$ cat src/rtl/mux_arb_pkg.sv
// Shared constants for the round-robin bit-mux arbiter: requester count, idle select code
// and the FSM state encoding.
package mux_arb_pkg;

  localparam int unsigned N_REQ = 7;

  localparam logic [2:0] SEL_NONE = 3'b111;

  typedef logic [1:0] arb_state_t;

  localparam arb_state_t ST_IDLE  = 2'd0;
  localparam arb_state_t ST_GRANT = 2'd1;
  localparam arb_state_t ST_GAP   = 2'd2;

  // One-hot grant vector for an owner index; SEL_NONE (or any out-of-range code) gives zero.
  function automatic logic [N_REQ-1:0] grant_onehot(input logic [2:0] idx);
    logic [N_REQ-1:0] vec;
    vec = '0;
    if (idx < 3'(N_REQ)) begin
      vec[idx] = 1'b1;
    end
    return vec;
  endfunction

endpackage

$ cat src/rtl/select_mux7.sv
// Combinational 7:1 single-bit mux; unused select codes drive 0.
module select_mux7 (
  input  logic [2:0] sel_i,
  input  logic [6:0] data_i,
  output logic       out_o
);

  always_comb begin
    out_o = 1'b0;
    case (sel_i)
      3'd0:    out_o = data_i[0];
      3'd1:    out_o = data_i[1];
      3'd2:    out_o = data_i[2];
      3'd3:    out_o = data_i[3];
      3'd4:    out_o = data_i[4];
      3'd5:    out_o = data_i[5];
      3'd6:    out_o = data_i[6];
      default: out_o = 1'b0;
    endcase
  end

endmodule

$ cat src/rtl/mux_rr_arbiter.sv
// Round-robin arbiter sharing one 7:1 bit mux among seven requesters; each grant lasts at most
// HOLD_CYCLES cycles and is followed by a GAP and an IDLE cycle before re-arbitration.
module mux_rr_arbiter
  import mux_arb_pkg::*;
#(
  parameter int unsigned HOLD_CYCLES = 4
) (
  input  logic       Clock,
  input  logic       Reset,
  input  logic [6:0] Req,
  input  logic [6:0] Data,
  output logic [2:0] MuxSelect,
  output logic [6:0] Grant,
  output logic       Valid,
  output logic       Out
);

  localparam logic [3:0] CntLast = 4'(HOLD_CYCLES - 1);

  arb_state_t state_q, state_d;
  logic [2:0] owner_q, owner_d;
  logic [2:0] last_q, last_d;
  logic [3:0] cnt_q, cnt_d;
  logic [2:0] sel_q, sel_d;
  logic [6:0] grant_q, grant_d;

  // First set request strictly after `last`, wrapping 6 -> 0; `last` itself is checked last.
  function automatic logic [2:0] rr_pick(input logic [6:0] req, input logic [2:0] last);
    logic [2:0] idx;
    logic       found;
    logic [2:0] pick;
    idx   = last;
    found = 1'b0;
    pick  = last;
    for (int k = 0; k < int'(N_REQ); k++) begin
      idx = (idx >= 3'd6) ? 3'd0 : idx + 3'd1;
      if (!found && req[idx]) begin
        pick  = idx;
        found = 1'b1;
      end
    end
    return pick;
  endfunction

  logic [2:0] winner;
  assign winner = rr_pick(Req, last_q);

  always_comb begin
    state_d = state_q;
    owner_d = owner_q;
    last_d  = last_q;
    cnt_d   = cnt_q;
    sel_d   = sel_q;
    grant_d = grant_q;
    case (state_q)
      ST_IDLE: begin
        if (Req != 7'd0) begin
          state_d = ST_GRANT;
          owner_d = winner;
          last_d  = winner;
          sel_d   = winner;
          grant_d = grant_onehot(winner);
          cnt_d   = 4'd0;
        end
      end
      ST_GRANT: begin
        if (!Req[owner_q] || (cnt_q == CntLast)) begin
          state_d = ST_GAP;
          sel_d   = SEL_NONE;
          grant_d = '0;
          cnt_d   = 4'd0;
        end else begin
          cnt_d = cnt_q + 4'd1;
        end
      end
      ST_GAP: begin
        state_d = ST_IDLE;
        sel_d   = SEL_NONE;
        grant_d = '0;
        cnt_d   = 4'd0;
      end
      default: begin
        state_d = ST_IDLE;
        sel_d   = SEL_NONE;
        grant_d = '0;
        cnt_d   = 4'd0;
      end
    endcase
  end

  always_ff @(posedge Clock) begin
    if (Reset) begin
      state_q <= ST_IDLE;
      owner_q <= 3'd0;
      last_q  <= 3'd6;
      cnt_q   <= 4'd0;
      sel_q   <= SEL_NONE;
      grant_q <= '0;
    end else begin
      state_q <= state_d;
      owner_q <= owner_d;
      last_q  <= last_d;
      cnt_q   <= cnt_d;
      sel_q   <= sel_d;
      grant_q <= grant_d;
    end
  end

  assign MuxSelect = sel_q;
  assign Grant     = grant_q;
  assign Valid     = (state_q == ST_GRANT);

  select_mux7 u_select_mux7 (
    .sel_i  (sel_q),
    .data_i (Data),
    .out_o  (Out)
  );

endmodule

$ cat config.mk
export PLATFORM = sky130hd
export DESIGN_NAME = mux_rr_arbiter
export DESIGN_NICKNAME = d
export VERILOG_FILES = /design/src/rtl/mux_arb_pkg.sv /design/src/rtl/select_mux7.sv /design/src/rtl/mux_rr_arbiter.sv
export SDC_FILE = /design/constraint.sdc
export NUM_CORES = 1
export LEC_CHECK = 0
export ABC_AREA = 1
export CELL_PAD_IN_SITES_DETAIL_PLACEMENT = 1
export CELL_PAD_IN_SITES_GLOBAL_PLACEMENT = 1
export CORE_AREA = 4 4 80 96
export DETAILED_ROUTE_END_ITERATION = 6
export DIE_AREA = 0 0 84 100
export PLACE_DENSITY = 0.86
export SLEW_MARGIN = 20
export SYNTH_ARGS = -nofsm -noshare
export SYNTH_HDL_FRONTEND = slang
export SYNTH_SLANG_ARGS = --single-unit
$ cat constraint.sdc
create_clock -name Clock -period 3.1 [get_ports Clock]
set_input_delay 0.465 -clock Clock [delete_from_list [all_inputs] [get_ports Clock]]
set_output_delay 0.465 -clock Clock [all_outputs]
set_load 0.02 [all_outputs]
==> metrics.txt <==
status complete, but fails checks; failing checks setup timing; most used routing layer met2; Setup violations, final 15; mapped cell area 0.00224 mm^2; global-route wire length before repair 17000 um; I/O Buffers 27; placed insts 547; share of layout cells above drive strength 1 about 38%; flop-to-flop setup slack -210 ps; Area contributors post-synth nand2_1 24%, dfxtp_1 19%, nand3_1 16%; Placer Congestion 0.874; IO Pins 28; top-area cell type share of the netlist area 24.0%; TritonCTS clock tree built; hold path startpoint Grant[1]; Nets 505; initial antenna violation count 0; 1st-pass router iterations 5; post-route ant nets 0; unrepaired setup endpoints after global routing yes; min cycle time layout 3310 ps; Crit path largest cell delay 340 ps; final WL 12800 um; Die W 84 um; vias per cell 5.96; worst-path cell chain buf_6, nand2_1, nand2_4, nor2_4, ha_4, inv_4, nand2_4, nand3_4, nand3_4, buf_6, nand2_8, nand2_2, nand3_2, nand2_2, nand2_2, nand2_2, nand2_2, inv_4, nand2_4, nor2_4, nand4_1, nand2_2, nand2_1, a21oi_1; Hold Vio Cnt, Final 0; Yosys top cell by area nand2_1; initial DRC count 270; vias 3405; area post-placement 0.00287 mm^2; met1 usage 25.6%; Reg2Reg Depth 24; clock root buffer clkbuf_8; clock slew at reported path FFs 80 ps; fin cells 571; Hold Slack 463 ps; drt wl/cell 22.4 um; register area between 400 and 500 um^2; Worst-Margin Slew about 680 ps; total CTS buffers 3; DRC 0; diodes inserted 0; Total GRT Usage roughly a quarter; Setup crit end kind register; row cnt 33; slowest library cell on the worst path dfxtp_2; Die Y 100 um; largest net degree at the start of global routing 13; met3 Use GR 3.28%; Final HPWL DP 6510 um; Synth cell types 31; final worst-path setup slack -213 ps; Synth Instances roughly 400; clock tree buffer depth 2; type of the worst setup path register to register; syn avg cell area roughly 5.6 um^2; die area 0.00840 mm^2; fmax 0.302 GHz; Max-Slew Margin vs Limit 54.2%; ratio of final minimum period to clock period 107%; worst hold endpoint Grant[1]; TNS Setup -2080 ps; Critical Path RT around 3300 ps; htree depth 1; CP Data Arrival Time 3470 ps; met2 Usage GRT approximately 47%; Core Area 0.00677 mm^2; fillers 883; gr ovfl total 0; area of the multi-input gates 0.00215 mm^2; crit start category register; clock sinks 21; hold path depth 2; Crit Path Max Fanout 7; Initial Util 33.1%; final instance area around 0.0036 mm^2; fin. max-slew vios 0; vias in the first global route between 3000 and 4000; Reg2Reg Launch Point last_q[1]; layout overhead on the synthesized area 62.4%; synthesized flop and latch total 21; sequential element share of the synthesized area 18.8%; YS warnings 0; post-synth net total 421; Worst-Skew Late Latency 260 ps; Clock Skew 4.22 ps; endpoint of the worst register-to-register path owner_q[2]; Max Cap Viol 0; Worst Hold Class register to register; CP bufs+invs 4; Top delay family on crit path simple AND/OR/NAND/NOR gates; cell mode on critical path nand2_2; CTS Hold Bufs 0
## layer usage
layer / part of all wire (%) / vias to the layer above
met5: 0 / -
met4: 7.9 / 0
met3: 5.6 / 89
met2: 51 / 208
met1: 35 / 1635
li1: - / 1473
## registers in the layout, indices dropped and copies added, names as in the netlist
register	cells
MuxSelect	3
state_q	2
last_q	2
owner_q	3
Grant	7
cnt_q	4
## layout make-up
cell class                 instances  area share, %
multi-input combinational        328           59.3
timing repair buffer              83           19.4
sequential                        21           11.7
inverter                          48           5.40
tap                               87           2.99
clock buffer                       4           1.24
## stage by stage
| stage | utilization [%] | setup WS [ps] |
|---|---|---|
| floorplan | - | 38.2 |
| global placement | 42.4 | -53.9 |
| detailed placement | 42.4 | -296 |
| CTS | 48.6 | 0.513 |
| global route | 53.7 | -342 |
| finish | 53.7 | -213 |
## how the worst max path moves through the flow
stage	start	endpoint	slack [ps]	cells after the start
finish	last_q[1]	owner_q[2]	-210	24
global route	owner_q[0]	owner_q[1]	-340	20
detailed placement	owner_q[0]	Grant[5]	-300	29
global placement	owner_q[0]	Grant[4]	-50	27
CTS	owner_q[0]	Grant[5]	0.5	26
floorplan	owner_q[0]	Grant[5]	40	27
## cell usage in the layout (no fill, tap or decap), types with 9 or more instances in the layout
cell type and n:
nand2_1 104, buf_4 52, nand3_1 51, inv_1 34, nand2_2 29, clkdlybuf4s50_1 27, nand2_4 24, nor2_1 23
dfxtp_1 18, nand3_2 16, nand3_4 14, o21ai_0 10, nand4_1 9
## synth_stat cells, drive strengths merged
cell type  instances
nand2            160
nand3             81
inv               46
nor2              33
dfxtp             21
o21ai             18
nand4              9
a21oi              8
ha                 4
clkbuf             3
o22ai              3
clkinv             2
nor4               2
o211ai             2
xor2               2
buf                1
mux2               1
nor3               1
o311a              1
o31ai              1
o32ai              1
or2                1
## tightest hold or removal path, cell delays in order (launching register included)
cell and delay (ps):
dfxtp_1 320, nand2_1 60, nand2_1 40
## cells by family after synthesis
| logic type | share of synthesized area (%) |
|---|---|
| adder cells (fa/ha/maj) | 2.24 |
| multiplexers | 0.503 |
| XOR/XNOR | 0.783 |
| flip-flops | 18.8 |
| buffers and inverters | 8.78 |
| AO/OA/AOI/OAI | 8.83 |
| AND/OR/NAND/NOR | 60.1 |
## repair_timing
item,in CTS,in global routing
pin swaps,30,43
resized for setup,70,66
setup buffers,11,9
endpoints found under the setup margin,15,15
Power is not shown: default switching activity piles up to over one toggle a cycle in this logic, so the estimate is an artifact.
